==> src/rtl/display_timings_locked.sv <==
// XGA-class display timing generator that stays idle until the pixel-clock lock flag has been stable for SETTLE_CYCLES.
// Optional lock-loss counter is built when DISPLAY_TIMINGS_LOSS_COUNT_EN is defined.
module display_timings_locked #(
    parameter int   CORDW         = 16,
    parameter int   H_RES         = 1024,
    parameter int   H_FP          = 24,
    parameter int   H_SYNC        = 136,
    parameter int   H_BP          = 160,
    parameter int   V_RES         = 768,
    parameter int   V_FP          = 3,
    parameter int   V_SYNC        = 6,
    parameter int   V_BP          = 29,
    parameter logic H_POL         = 1'b0,
    parameter logic V_POL         = 1'b0,
    parameter int   SETTLE_CYCLES = 1024
) (
    input  logic             i_clk,
    input  logic             i_rst_n,
    input  logic             i_locked,
    output logic             o_hs,
    output logic             o_vs,
    output logic             o_de,
    output logic             o_frame,
    output logic             o_line,
    output logic [CORDW-1:0] o_sx,
    output logic [CORDW-1:0] o_sy,
    output logic             o_running,
    output logic [7:0]       o_loss_count
);

    localparam int H_TOT = H_RES + H_FP + H_SYNC + H_BP;
    localparam int V_TOT = V_RES + V_FP + V_SYNC + V_BP;
    localparam int SW    = (SETTLE_CYCLES > 1) ? $clog2(SETTLE_CYCLES) : 1;

    localparam logic [CORDW-1:0] H_LAST   = CORDW'(H_TOT - 1);
    localparam logic [CORDW-1:0] V_LAST   = CORDW'(V_TOT - 1);
    localparam logic [CORDW-1:0] H_ACT    = CORDW'(H_RES);
    localparam logic [CORDW-1:0] V_ACT    = CORDW'(V_RES);
    localparam logic [CORDW-1:0] HS_BEG   = CORDW'(H_RES + H_FP);
    localparam logic [CORDW-1:0] HS_END   = CORDW'(H_RES + H_FP + H_SYNC);
    localparam logic [CORDW-1:0] VS_BEG   = CORDW'(V_RES + V_FP);
    localparam logic [CORDW-1:0] VS_END   = CORDW'(V_RES + V_FP + V_SYNC);
    localparam logic [SW-1:0]    SET_LAST = SW'(SETTLE_CYCLES - 1);

    typedef enum logic [1:0] {
        ST_WAIT   = 2'd0,
        ST_SETTLE = 2'd1,
        ST_RUN    = 2'd2
    } state_t;

    function automatic logic in_span(input logic [CORDW-1:0] pos,
                                     input logic [CORDW-1:0] beg,
                                     input logic [CORDW-1:0] fin);
        return (pos >= beg) && (pos < fin);
    endfunction

    logic             lk_meta_r, lk_r;
    state_t           state_r, state_s;
    logic [SW-1:0]    settle_cnt_r, settle_cnt_s;
    logic [CORDW-1:0] sx_r, sy_r, sx_s, sy_s;
    logic             hs_r, vs_r, de_r, frame_r, line_r, run_r;
    logic             hs_s, vs_s, de_s, frame_s, line_s, run_s;

    // Two-flop synchroniser for the asynchronous lock flag
    always_ff @(posedge i_clk or negedge i_rst_n) begin
        if (!i_rst_n) begin
            lk_meta_r <= 1'b0;
            lk_r      <= 1'b0;
        end else begin
            lk_meta_r <= i_locked;
            lk_r      <= lk_meta_r;
        end
    end

    // Next state, next position and the timing outputs describing that position
    always_comb begin
        state_s      = state_r;
        settle_cnt_s = settle_cnt_r;
        sx_s         = {CORDW{1'b0}};
        sy_s         = {CORDW{1'b0}};
        case (state_r)
            ST_WAIT: begin
                if (lk_r) begin
                    state_s      = ST_SETTLE;
                    settle_cnt_s = {SW{1'b0}};
                end else begin
                    state_s = ST_WAIT;
                end
            end
            ST_SETTLE: begin
                if (!lk_r) begin
                    state_s      = ST_WAIT;
                    settle_cnt_s = {SW{1'b0}};
                end else if (settle_cnt_r == SET_LAST) begin
                    state_s      = ST_RUN;
                    settle_cnt_s = {SW{1'b0}};
                end else begin
                    settle_cnt_s = settle_cnt_r + SW'(1);
                end
            end
            ST_RUN: begin
                // A lost lock drops straight to idle; the position stays at the 0/0 default
                if (!lk_r) begin
                    state_s = ST_WAIT;
                end else if (sx_r == H_LAST) begin
                    sx_s = {CORDW{1'b0}};
                    if (sy_r == V_LAST) begin
                        sy_s = {CORDW{1'b0}};
                    end else begin
                        sy_s = sy_r + CORDW'(1);
                    end
                end else begin
                    sx_s = sx_r + CORDW'(1);
                    sy_s = sy_r;
                end
            end
            default: begin
                state_s      = ST_WAIT;
                settle_cnt_s = {SW{1'b0}};
            end
        endcase

        run_s   = (state_s == ST_RUN);
        de_s    = run_s && (sx_s < H_ACT) && (sy_s < V_ACT);
        frame_s = run_s && (sx_s == {CORDW{1'b0}}) && (sy_s == {CORDW{1'b0}});
        line_s  = run_s && (sx_s == {CORDW{1'b0}});
        if (run_s && in_span(sx_s, HS_BEG, HS_END)) begin
            hs_s = H_POL;
        end else begin
            hs_s = ~H_POL;
        end
        if (run_s && in_span(sy_s, VS_BEG, VS_END)) begin
            vs_s = V_POL;
        end else begin
            vs_s = ~V_POL;
        end
    end

    // State, counters and all registered outputs
    always_ff @(posedge i_clk or negedge i_rst_n) begin
        if (!i_rst_n) begin
            state_r      <= ST_WAIT;
            settle_cnt_r <= {SW{1'b0}};
            sx_r         <= {CORDW{1'b0}};
            sy_r         <= {CORDW{1'b0}};
            hs_r         <= ~H_POL;
            vs_r         <= ~V_POL;
            de_r         <= 1'b0;
            frame_r      <= 1'b0;
            line_r       <= 1'b0;
            run_r        <= 1'b0;
        end else begin
            state_r      <= state_s;
            settle_cnt_r <= settle_cnt_s;
            sx_r         <= sx_s;
            sy_r         <= sy_s;
            hs_r         <= hs_s;
            vs_r         <= vs_s;
            de_r         <= de_s;
            frame_r      <= frame_s;
            line_r       <= line_s;
            run_r        <= run_s;
        end
    end

`ifdef DISPLAY_TIMINGS_LOSS_COUNT_EN
    logic [7:0] loss_cnt_r;

    // Saturating count of RUN->WAIT transitions, cleared only by reset
    always_ff @(posedge i_clk or negedge i_rst_n) begin
        if (!i_rst_n) begin
            loss_cnt_r <= 8'd0;
        end else if ((state_r == ST_RUN) && !lk_r && (loss_cnt_r != 8'hFF)) begin
            loss_cnt_r <= loss_cnt_r + 8'd1;
        end else begin
            loss_cnt_r <= loss_cnt_r;
        end
    end

    assign o_loss_count = loss_cnt_r;
`else
    assign o_loss_count = 8'd0;
`endif

    assign o_hs      = hs_r;
    assign o_vs      = vs_r;
    assign o_de      = de_r;
    assign o_frame   = frame_r;
    assign o_line    = line_r;
    assign o_sx      = sx_r;
    assign o_sy      = sy_r;
    assign o_running = run_r;

endmodule

==> config.mk <==
export PLATFORM = sky130hd
export DESIGN_NAME = display_timings_locked
export DESIGN_NICKNAME = d
export VERILOG_FILES = /design/src/rtl/display_timings_locked.sv
export SDC_FILE = /design/constraint.sdc
export NUM_CORES = 1
export LEC_CHECK = 0
export CAP_MARGIN = 40
export CELL_PAD_IN_SITES_DETAIL_PLACEMENT = 1
export CELL_PAD_IN_SITES_GLOBAL_PLACEMENT = 1
export CORE_MARGIN = 5
export CORE_UTILIZATION = 30
export DETAILED_ROUTE_END_ITERATION = 16
export GPL_TIMING_DRIVEN = 0
export PLACE_DENSITY = 0.72
export SETUP_SLACK_MARGIN = 0.4
export SLEW_MARGIN = 20
export SYNTH_ARGS = -nofsm -noshare
export SYNTH_HDL_FRONTEND = slang
export SYNTH_SLANG_ARGS = --single-unit
export TNS_END_PERCENT = 50
==> constraint.sdc <==
create_clock -name i_clk -period 2.5 [get_ports i_clk]
set_input_delay 0.25 -clock i_clk [delete_from_list [all_inputs] [get_ports i_clk]]
set_output_delay 0.25 -clock i_clk [all_outputs]
set_load 0.03 [all_outputs]
==> key figures, run 1 <==
Run status
  – Run status: finished with violations
  – Violated checks: hold timing

Floorplanning
  – Initial cell density of the core: 31.02%
  – Die Wd: 111 um
  – Die height: 111 um
  – Ports placed on the boundary: 49
  – Die Outline Area: 12320 um2
  – Number of placement rows: 36
  – Core area: 9864 um2

Timing
  – Largest clock skew in the final design: 10.82 ps
  – Slew at the pin with the worst max-slew slack: 686.4 ps
  – Hold Worst Slack: -37.59 ps
  – Fin. Hold Viols: 50
  – Max Freq: 409.6 MHz
  – Setup-failing EPs final: 0
  – Worst slew margin relative to its limit: 54.24%
  – Ratio of final minimum period to clock period: 97.65%
  – Setup TNS: 0 ps
  – Final worst path period need: 2441 ps
  – Max-slew violation total from the final report: 0
  – Setup repair after global routing missed its margin: true

Drt
  – Drc violations: 0
  – Routed Antenna Nets: 0
  – Detailed-routing iteration count for the pre-antenna-repair pass: 4
  – Vias per inst: 5.146
  – Sum of routed wire length over all layers: 9846 um
  – Iteration-0 DRC count of the detailed router: 59
  – Via Count: 2897
  – Wire length per cell: 17.49 um

Critical path
  – Type of the setup path with the least slack: flip-flop to flip-flop
  – Kind of capture point of the worst setup path: flip-flop
  – Slack of the worst reg-to-reg path: 60 ps
  – Required arrival time at the worst endpoint: 2730 ps
  – Critical path launch point type: flip-flop
  – Maximum fanout encountered on the critical timing path: 6
  – Arr. time, crit path: 2670 ps

Job
  – Max capacitance violation total: 0

Final layout
  – Highest-count cells in the layout ignoring fill and taps: buf_4, clkdlybuf4s50_1, nor2_1
  – Fin util: 45.62%
  – Area delta synth->final: 47.06%
  – Final std cell area, no fill: 4501 um2
  – Number of antenna cells inserted: 0
  – Most common cell after layout, fill and taps aside: buf_4
  – Ratio of cells with drive above 1 in the final layout: 37.44%
  – Final #Nets: 436

Yosys
  – Sequential cell area fraction in the yosys report: 42.60%
  – Number of enable flip-flop cells after synthesis: 0
  – Post-synth top flop: dfrtp_1
  – Count of yosys warnings during synthesis: 0
  – Post-synthesis cell area: 3060 um2
  – Distinct cell type count of the synthesized netlist: 64
  – Mapped Cells: 327
  – Share of flip-flops with an asynchronous set or reset after synthesis: 100.0%
  – Number of synthesized register bits: 52
  – Synthesized area divided by synthesized cell count: 9.359 um2

Global routing
  – Initial antenna violation count: 0
  – Congestion Overflow GR: 0
  – First-pass GRT wire length: 15440 um
  – Maximum number of pins on one net before global-route repair: 53
  – Total global-route track usage: 15.03%
  – Via count of the first global-routing pass: 2971

Power and ir drop
  – VDD IR-drop max: 0.0001920 V
  – Power per cell area: 322.0 nW/um2
  – Static power due to leakage: 1.817 nW
  – Final Power: 1.449 mW

Clocking
  – Root buf cell: clkbuf_8
  – Clock tree buffer depth: 2
  – CTS tree: yes
  – Clock latency on the worst-skew pair: 310 ps
  – H-tree lvl count: 2
  – # clock sinks: 52
  – Clock-pin transition on the worst setup and hold timing paths: 110 ps
  – Post-cts hold buffer count: 0
  – Cts bufs inserted: 5

Place
  – Port-buffer cells: 40
  – Placement Cell Area: 3744 um2
  – Placer Congestion: 0.7850
  – Total half-perimeter wirelength after legalization and detailed placement: 6337 um

Hold path
  – Tightest Hold Check Type: primary input to asynchronous set/reset pin
## critical path, stage by stage, from the launching register on
cell     delay (ps)
dfrtp_2         460
or4_4           560
nor4_4          280
buf_6           170
nand4_1         130
xor2_1          220
a31oi_1         120
a21oi_2         200
nor4b_4         220
## kinds of logic (layout without fill, tap and decap cells)
group / after synthesis / after routing / synth area share (%)
buf+inv: 31 / 126 / 5.274
flops: 52 / 52 / 42.60
mux: 2 / 2 / 0.7358
xor+xnor: 28 / 28 / 8.013
fa+ha+maj: 4 / 4 / 1.635
simple gates: 156 / 157 / 30.17
compound gates: 53 / 53 / 11.45
other cells: 1 / 8 / 0.1225
## what timing repair did
item	CTS	global route
setup buffers	20	27
cloned	1	0
setup endpoints to repair	34	29
pin swaps	17	24
resized for setup	30	59
## where the power goes
part           internal [mW]  total, mW  switching, mW
Sequential             0.846      0.850        0.00398
Combinational         0.0208     0.0663         0.0455
Clock                  0.207      0.533          0.326
## flip-flops by register name, indices dropped and copies added, names as in the netlist
name          cells
o_de              1
o_sx             16
o_sy             16
o_frame           1
lk_meta_r         1
lk_r              1
o_vs              1
o_hs              1
settle_cnt_r     10
state_r           2
o_running         1
o_line            1
## Yosys cell counts, types with 3 or more instances
master / n / area share [%]
a211oi_1: 5 / 1.2
a21oi_1: 11 / 1.8
a31oi_1: 4 / 0.82
and2_1: 5 / 1.0
and3_1: 10 / 2.0
and4_1: 3 / 0.86
buf_2: 6 / 0.98
buf_4: 8 / 2.0
clkbuf_1: 7 / 0.86
dfrtp_1: 50 / 41
ha_1: 4 / 1.6
inv_1: 7 / 0.86
nand2_1: 24 / 2.9
nand2b_1: 4 / 0.82
nand3_1: 11 / 1.8
nand4_1: 15 / 3.1
nor2_1: 42 / 5.2
nor3_1: 7 / 1.1
nor4_1: 5 / 1.0
nor4b_1: 3 / 0.86
o21ai_0: 15 / 2.5
o22ai_1: 3 / 0.61
or4b_1: 3 / 0.98
xnor2_1: 18 / 5.2
xor2_1: 10 / 2.9
## routing by layer
layer / GRT usage (%) / part of all wire (%) / vias to the layer above
li1: - / - / 1361
met1: 19.61 / 43 / 1463
met2: 26.05 / 52 / 60
met3: 2.020 / 3.3 / 13
met4: 4.105 / 1.4 / 0
met5: 0 / 0 / -
## metrics by stage
stage               setup slack, ps  std cells
finish                        58.85        563
global route                 -50.88        563
CTS                          0.5926        536
detailed placement           -262.1        507
global placement             -695.4        507
floorplan                     156.7        334
## area by class of cell
type | count | area, um2
Fill cell | 1110 | 5364
Timing Repair Buffer | 87 | 763.2
Sequential cell | 52 | 1328
Buffer | 23 | 198.9
Clock buffer | 5 | 68.82
Tap cell | 133 | 166.4
Inverter | 8 | 30.03
Multi-Input combinational cell | 252 | 1918
Clock inverter | 3 | 27.53
## worst paths after layout
check / startpoint / endpoint / cells after the start
setup / recovery: o_sx[9]$_DFF_PN0_ / o_de$_DFF_PN0_ / 8
hold / removal: i_rst_n / o_sx[8]$_DFF_PN0_ / 1
setup reg to reg: o_sx[9]$_DFF_PN0_ / o_de$_DFF_PN0_ / 8
hold reg to reg: lk_meta_r$_DFF_PN0_ / lk_r$_DFF_PN0_ / 0
max in group asynchronous: i_rst_n / o_sy[13]$_DFF_PN0_ / 1
min in group i_clk: i_locked / lk_meta_r$_DFF_PN0_ / 1
Note: power is estimated with default switching activity, not from simulation.
==> run 2, diff against run 1 <==
HOLD_SLACK_MARGIN = 0.15   (was unset)
PLACE_DENSITY = 0.7   (was 0.72)
clock period = 3.15 ns   (was 2.5 ns; I/O delays follow)
==> run 2 against run 1 <==
The flow now finishes without violations. Count of clock-buffer cells in the layout unchanged. Critical endpoint is now o_frame$_DFF_PN0_. Largest power group unchanged. Via count down 7.2%. Critical path type unchanged. Sequential power is 21% lower. Hold slack gained 420 ps.
==> key figures, run 2 (synthesis gave the netlist of run 1 again) <==
Global routing
  – Maximum number of pins on one net before global-route repair: 53 (unchanged)
  – Via count of the first global-routing pass: 2873 (was 2971)
  – Congestion Overflow GR: 0 (unchanged)
  – Total global-route track usage: 14.00% (was 15.03%)
  – First-pass GRT wire length: 14500 um (was 15440 um)
  – Initial antenna violation count: 0 (unchanged)

Power and ir drop
  – Power per cell area: 289.1 nW/um2 (was 322.0 nW/um2)
  – VDD IR-drop max: 0.0001894 V (was 0.0001920 V)
  – Static power due to leakage: 1.607 nW (was 1.817 nW)

Drt
  – Routed Antenna Nets: 0 (unchanged)
  – Via Count: 2689 (was 2897)
  – Detailed-routing iteration count for the pre-antenna-repair pass: 4 (unchanged)
  – Sum of routed wire length over all layers: 8633 um (was 9846 um)
  – Vias per inst: 5.102 (was 5.146)
  – Iteration-0 DRC count of the detailed router: 74 (was 59)
  – Wire length per cell: 16.38 um (was 17.49 um)
  – Drc violations: 0 (unchanged)

Critical path
  – Startpoint of the worst-slack reg-to-reg timing path: o_sx[0]$_DFF_PN0_ (was o_sx[9]$_DFF_PN0_)
  – Number of gates on the worst path with buffers counted: 9 (was 8)
  – Worst path cell trace: ha_4, buf_8, or4b_4, a211oi_2, a21oi_2, nor4b_2, nor2_1, nor4_2, and4_1 (was or4_4, nor4_4, buf_6, nand4_1, xor2_1, a31oi_1, a21oi_2, nor4b_4)
  – Type of the setup path with the least slack: flip-flop to flip-flop (unchanged)
  – Critical path launch point type: flip-flop (unchanged)
  – Slack of the worst reg-to-reg path: 550 ps (was 60 ps)
  – Kind of capture point of the worst setup path: flip-flop (unchanged)
  – Maximum fanout encountered on the critical timing path: 7 (was 6)
  – CP top delay family: simple AND/OR/NAND/NOR gates (unchanged)
  – Depth of the worst register-to-register path: 9 (was 8)
  – Crit Reg-Reg Endpoint: o_frame$_DFF_PN0_ (was o_de$_DFF_PN0_)
  – Crit path buffers/inverters: 1 (unchanged)
  – Slowest stage cell on the critical path: or4b_4 (was or4_4)
  – Arr. time, crit path: 2850 ps (was 2670 ps)
  – Critical Path Max Stage Delay: 480 ps (was 560 ps)
  – Required arrival time at the worst endpoint: 3400 ps (was 2730 ps)

Floorplanning
  – Core area: 9864 um2 (unchanged)
  – Initial cell density of the core: 31.02% (unchanged)
  – Die Wd: 111 um (unchanged)
  – Die Outline Area: 12320 um2 (unchanged)
  – Number of placement rows: 36 (unchanged)
  – Ports placed on the boundary: 49 (unchanged)
  – Die height: 111 um (unchanged)

Final layout
  – Final #Nets: 400 (was 436)
  – Final std cell area, no fill: 3945 um2 (was 4501 um2)
  – Most common cell after layout, fill and taps aside: dfrtp_1 (was buf_4)
  – Ratio of cells with drive above 1 in the final layout: 19.80% (was 37.44%)
  – Highest-count cells in the layout ignoring fill and taps: dfrtp_1, nor2_1, clkdlybuf4s50_1 (was buf_4, clkdlybuf4s50_1, nor2_1)
  – Count of filler cells inserted in the layout: 1121 (was 1110)
  – Number of antenna cells inserted: 0 (unchanged)
  – Area delta synth->final: 28.90% (was 47.06%)

Timing
  – Fin. Hold Viols: 0 (was 50)
  – Worst slew margin relative to its limit: 53.57% (was 54.24%)
  – Max-slew violation total from the final report: 0 (unchanged)
  – Setup-failing EPs final: 0 (unchanged)
  – Ratio of final minimum period to clock period: 82.51% (was 97.65%)
  – Setup TNS: 0 ps (unchanged)
  – Slew at the pin with the worst max-slew slack: 696.4 ps (was 686.4 ps)
  – Final worst path period need: 2599 ps (was 2441 ps)
  – Setup repair after global routing missed its margin: false (was true)
  – Max Freq: 384.7 MHz (was 409.6 MHz)
  – Largest clock skew in the final design: 9.379 ps (was 10.82 ps)

Clocking
  – Clock-pin transition on the worst setup and hold timing paths: 110 ps (about the same)
  – CTS tree: yes (unchanged)
  – H-tree lvl count: 2 (unchanged)
  – Root buf cell: clkbuf_8 (unchanged)
  – Cts bufs inserted: 5 (unchanged)
  – Clock tree buffer depth: 2 (unchanged)
  – # clock sinks: 52 (unchanged)
  – Clock latency on the worst-skew pair: 310 ps (about the same)

Hold path
  – Tightest Hold Check Type: flip-flop to flip-flop (was primary input to asynchronous set/reset pin)
  – Min-Delay Startpoint: lk_meta_r$_DFF_PN0_
  – Hold Path Stages: 0
  – Terminating pin of the worst hold path: lk_r$_DFF_PN0_

Place
  – Total half-perimeter wirelength after legalization and detailed placement: 6188 um (was 6337 um)
  – Placer Congestion: 0.8016 (was 0.7850)
  – Placement Cell Area: 3651 um2 (was 3744 um2)
  – Port-buffer cells: 40 (unchanged)

Job
  – Max capacitance violation total: 0 (unchanged)

Run status
  – Run status: finished clean (was finished with violations)
run 2: cell types whose count changed in the layout (fill, tap and decap cells not counted), moves of 5 or more:
cell | previous run | this run
buf_2 | 1 | 6
buf_4 | 53 | 20
buf_6 | 8 | 1
dfrtp_1 | 31 | 46
dfrtp_2 | 19 | 4
nor2_1 | 34 | 40
run 2: how the worst max path moves through the flow:
stage / endpoint / slack (ps) / from
floorplan: o_hs$_DFF_PN1_ / 570 / o_sx[1]$_DFF_PN0_
global placement: o_sy[12]$_DFF_PN0_ / 70 / i_rst_n
detailed placement: o_frame$_DFF_PN0_ / 50 / o_sx[0]$_DFF_PN0_
CTS: o_hs$_DFF_PN1_ / 390 / o_sx[0]$_DFF_PN0_
global route: o_de$_DFF_PN0_ / 410 / o_sx[13]$_DFF_PN0_
finish: o_frame$_DFF_PN0_ / 550 / o_sx[0]$_DFF_PN0_
run 2: final cells by class:
type / count / area (um2) / share of cell area [%]
Tap cell: 133 / 166.4 / 4.218
Multi-Input combinational cell: 251 / 1708 / 43.29
Timing Repair Buffer: 52 / 490.5 / 12.43
Sequential cell: 52 / 1309 / 33.17
Clock inverter: 3 / 27.53 / 0.6977
Inverter: 8 / 30.03 / 0.7612
Buffer: 23 / 145.1 / 3.679
Clock buffer: 5 / 68.82 / 1.744
run 2: power by group:
part           switching [mW]  total, mW  internal [mW]
Clock                   0.253      0.417          0.164
Combinational          0.0349     0.0491         0.0142
Sequential            0.00341      0.675          0.671
run 2: metal layers:
layer / vias to the layer above / GRT usage [%] / part of all wire, %
met4: 0 / 3.366 / 1.1
met5: - / 0 / 0
li1: 1289 / - / -
met3: 6 / 2.893 / 2.9
met2: 46 / 23.42 / 49
met1: 1348 / 18.54 / 47
run 2: what timing repair did:
action / 4_1_cts / 5_1_grt
buffers inserted: 1 / 10
endpoints found under the setup margin: 5 / 5
endpoints found under the hold margin: 50 / 0
pin swaps: 1 / 8
resized for setup: 9 / 20
hold buffers: 1 / 0
run 2: through the flow:
step / util, % / power [mW] / hold slack (ps) / setup WS [ps] / instances
4_1_cts: 38.52 / 1.163 / 388.6 / 389.6 / 517
6_report: 39.99 / 1.141 / 380.2 / 550.8 / 527
3_5_place_dp: 37.01 / 0.7370 / 337.3 / 46.62 / 507
2_1_floorplan: - / 0.7168 / 19.41 / 565.8 / 334
3_3_place_gp: 37.04 / 0.7366 / 343.0 / 70.91 / 507
5_1_grt: 39.99 / 1.193 / 384.7 / 407.5 / 527
==> run 3, diff against run 2 <==
clock period = 2.5 ns   (was 3.15 ns; I/O delays follow)
==> run 3 against run 2 <==
Register-to-register slack got worse by 540 ps. Hold slack improved by 0.88 ps. Power rose by 26%. Routed wire length rose by 12%. Clock power rose by 26%. Setup slack got worse by 540 ps. Flip-flop and latch count did not move. Non-clock buffer count rose by 32. Critical path depth fell by 1.
==> key figures, run 3 (synthesis gave the netlist of run 1 again) <==
Critical path
  – Maximum fanout encountered on the critical timing path: 6 (was 7)
  – Type of the setup path with the least slack: flip-flop to flip-flop (unchanged)
  – Crit Reg-Reg Endpoint: o_de$_DFF_PN0_ (was o_frame$_DFF_PN0_)
  – Kind of capture point of the worst setup path: flip-flop (unchanged)
  – Critical path launch point type: flip-flop (unchanged)
  – Slack of the worst reg-to-reg path: 8 ps (was 550 ps)
  – Required arrival time at the worst endpoint: 2730 ps (was 3400 ps)
  – Startpoint of the worst-slack reg-to-reg timing path: o_sx[9]$_DFF_PN0_ (was o_sx[0]$_DFF_PN0_)
  – Arr. time, crit path: 2720 ps (was 2850 ps)
  – Depth of the worst register-to-register path: 8 (was 9)

Floorplanning
  – Die Outline Area: 12320 um2 (unchanged)
  – Core area: 9864 um2 (unchanged)
  – Die height: 111 um (unchanged)
  – Die Wd: 111 um (unchanged)
  – Ports placed on the boundary: 49 (unchanged)
  – Initial cell density of the core: 31.02% (unchanged)
  – Number of placement rows: 36 (unchanged)

Final layout
  – Count of filler cells inserted in the layout: 1130 (was 1121)
  – Combined area of the multi-input logic cells: 1897 um2 (was 1708 um2)
  – Ratio of cells with drive above 1 in the final layout: 35.13% (was 19.80%)
  – Final #Nets: 433 (was 400)
  – Highest-count cells in the layout ignoring fill and taps: buf_4, clkdlybuf4s50_1, nor2_1 (was dfrtp_1, nor2_1, clkdlybuf4s50_1)
  – Fin cells: 560 (was 527)
  – Area delta synth->final: 45.34% (was 28.90%)
  – Most common cell after layout, fill and taps aside: buf_4 (was dfrtp_1)
  – Number of antenna cells inserted: 0 (unchanged)
  – Sequential cell area in the final layout: 1324 um2 (was 1309 um2)

Timing
  – Worst slew margin relative to its limit: 54.12% (was 53.57%)
  – Fin. Hold Viols: 0 (unchanged)
  – Largest clock skew in the final design: 12.47 ps (was 9.379 ps)
  – Setup-failing EPs final: 0 (unchanged)
  – Slew at the pin with the worst max-slew slack: 688.2 ps (was 696.4 ps)
  – Max-slew violation total from the final report: 0 (unchanged)
  – Ratio of final minimum period to clock period: 99.67% (was 82.51%)
  – Final worst path period need: 2492 ps (was 2599 ps)
  – Setup repair after global routing missed its margin: true (was false)
  – Max Freq: 401.3 MHz (was 384.7 MHz)

Drt
  – Routed Antenna Nets: 0 (unchanged)
  – Wire length per cell: 17.33 um (was 16.38 um)
  – Sum of routed wire length over all layers: 9705 um (was 8633 um)
  – Detailed-routing iteration count for the pre-antenna-repair pass: 4 (unchanged)
  – Drc violations: 0 (unchanged)
  – Vias per inst: 5.088 (was 5.102)
  – Iteration-0 DRC count of the detailed router: 51 (was 74)
  – Via Count: 2849 (was 2689)

Global routing
  – Congestion Overflow GR: 0 (unchanged)
  – Via count of the first global-routing pass: 3114 (was 2873)
  – Initial antenna violation count: 0 (unchanged)
  – First-pass GRT wire length: 15860 um (was 14500 um)
  – Maximum number of pins on one net before global-route repair: 53 (unchanged)
  – Total global-route track usage: 15.54% (was 14.00%)

Power and ir drop
  – Final Power: 1.441 mW (was 1.141 mW)
  – Power per cell area: 324.0 nW/um2 (was 289.1 nW/um2)
  – Static power due to leakage: 1.806 nW (was 1.607 nW)
  – VDD IR-drop max: 0.0002129 V (was 0.0001894 V)

Place
  – Placer Congestion: 0.7920 (was 0.8016)
  – Port-buffer cells: 40 (unchanged)
  – Cell Count Post-Placement: 507 (unchanged)
  – Total half-perimeter wirelength after legalization and detailed placement: 6231 um (was 6188 um)

Hold path
  – Terminating pin of the worst hold path: lk_meta_r$_DFF_PN0_ (was lk_r$_DFF_PN0_)
  – Tightest Hold Check Type: primary input to flip-flop (was flip-flop to flip-flop)
  – Hold Path Stages: 1 (was 0)
  – Min-Delay Startpoint: i_locked (was lk_meta_r$_DFF_PN0_)

Clocking
  – Root buf cell: clkbuf_8 (unchanged)
  – # clock sinks: 52 (unchanged)
  – Cts bufs inserted: 5 (unchanged)
  – Clock tree buffer depth: 2 (unchanged)
  – CTS tree: yes (unchanged)
  – Clock latency on the worst-skew pair: 310 ps (about the same)
  – Clock-pin transition on the worst setup and hold timing paths: 110 ps (about the same)
  – H-tree lvl count: 2 (unchanged)

Run status
  – Run status: finished clean (unchanged)

Job
  – Max capacitance violation total: 0 (unchanged)
==> run 3: cell count changes in the layout (fill, tap and decap cells not counted), sizes merged <==
| cell | before | now |
|---|---|---|
| buf | 29 | 63 |
| nor2 | 44 | 45 |
| clkbuf | 11 | 9 |
==> run 3: per-stage QoR <==
step / TNS [ps] / hold WS [ps] / util [%] / instance area [um2] / setup slack [ps]
6_report: 0 / 381.1 / 45.09 / 4448 / 8.261
5_1_grt: -127.8 / 369.6 / 45.09 / 4448 / -74.07
4_1_cts: -7.601 / 367.6 / 43.01 / 4243 / -7.601
3_5_place_dp: -907.0 / 338.0 / 37.95 / 3744 / -347.6
3_3_place_gp: -27950 / 341.3 / 37.98 / 3746 / -695.0
2_1_floorplan: 0 / -45.59 / - / 3179 / 156.7
==> run 3: critical path, stage by stage, from the launching register on <==
cell and delay, ps:
dfrtp_2 460, or4_4 550, nor4_4 280, buf_6 170
nand4_1 150, xor2_1 240, a31oi_1 130, a21oi_2 190
nor4b_4 240
==> run 3: per-layer routing <==
layer,vias to the layer above,global-route usage (%),routed length (um)
met2,56,27.14,5020
met4,0,4.433,103
met1,1428,19.82,4298
li1,1358,-,-
met3,7,2.402,282
met5,-,0,0
==> run 3: report_power, final <==
group          internal, mW  total, mW  switching [mW]
clock                 0.207      0.524           0.318
sequential            0.846      0.850         0.00468
combinational        0.0210     0.0665          0.0455
==> run 3: worst max-delay path by stage <==
stage                  startpoint                 end  slack, ps  cells after the start
2_1_floorplan  o_sx[13]$_DFF_PN0_      o_de$_DFF_PN0_        160                      8
3_3_place_gp              i_rst_n  o_sy[12]$_DFF_PN0_       -690                      1
3_5_place_dp    o_sx[0]$_DFF_PN0_   o_frame$_DFF_PN0_       -350                      9
4_1_cts        o_sx[14]$_DFF_PN0_      o_de$_DFF_PN0_         -8                      9
5_1_grt         o_sx[9]$_DFF_PN0_      o_de$_DFF_PN0_        -70                      8
6_report        o_sx[9]$_DFF_PN0_      o_de$_DFF_PN0_          8                      8
==> run 3: cell type report <==
type / count / area share, %
plain buffers: 23 / 4.135
clock buffers: 5 / 1.547
clock inverters: 3 / 0.6188
inverters: 8 / 0.6751
multi-input cells: 252 / 42.64
flip-flops and latches: 52 / 29.76
well taps: 133 / 3.741
repair buffers: 84 / 16.88
==> run 3: timing repair <==
action / in CTS / in global routing
setup buffers: 29 / 14
gates resized for setup: 40 / 24
hold buffers: 1 / 0
gates cloned: 1 / 0
setup endpoints to repair: 31 / 29
pin swaps: 23 / 18
endpoints found under the hold margin: 50 / 0
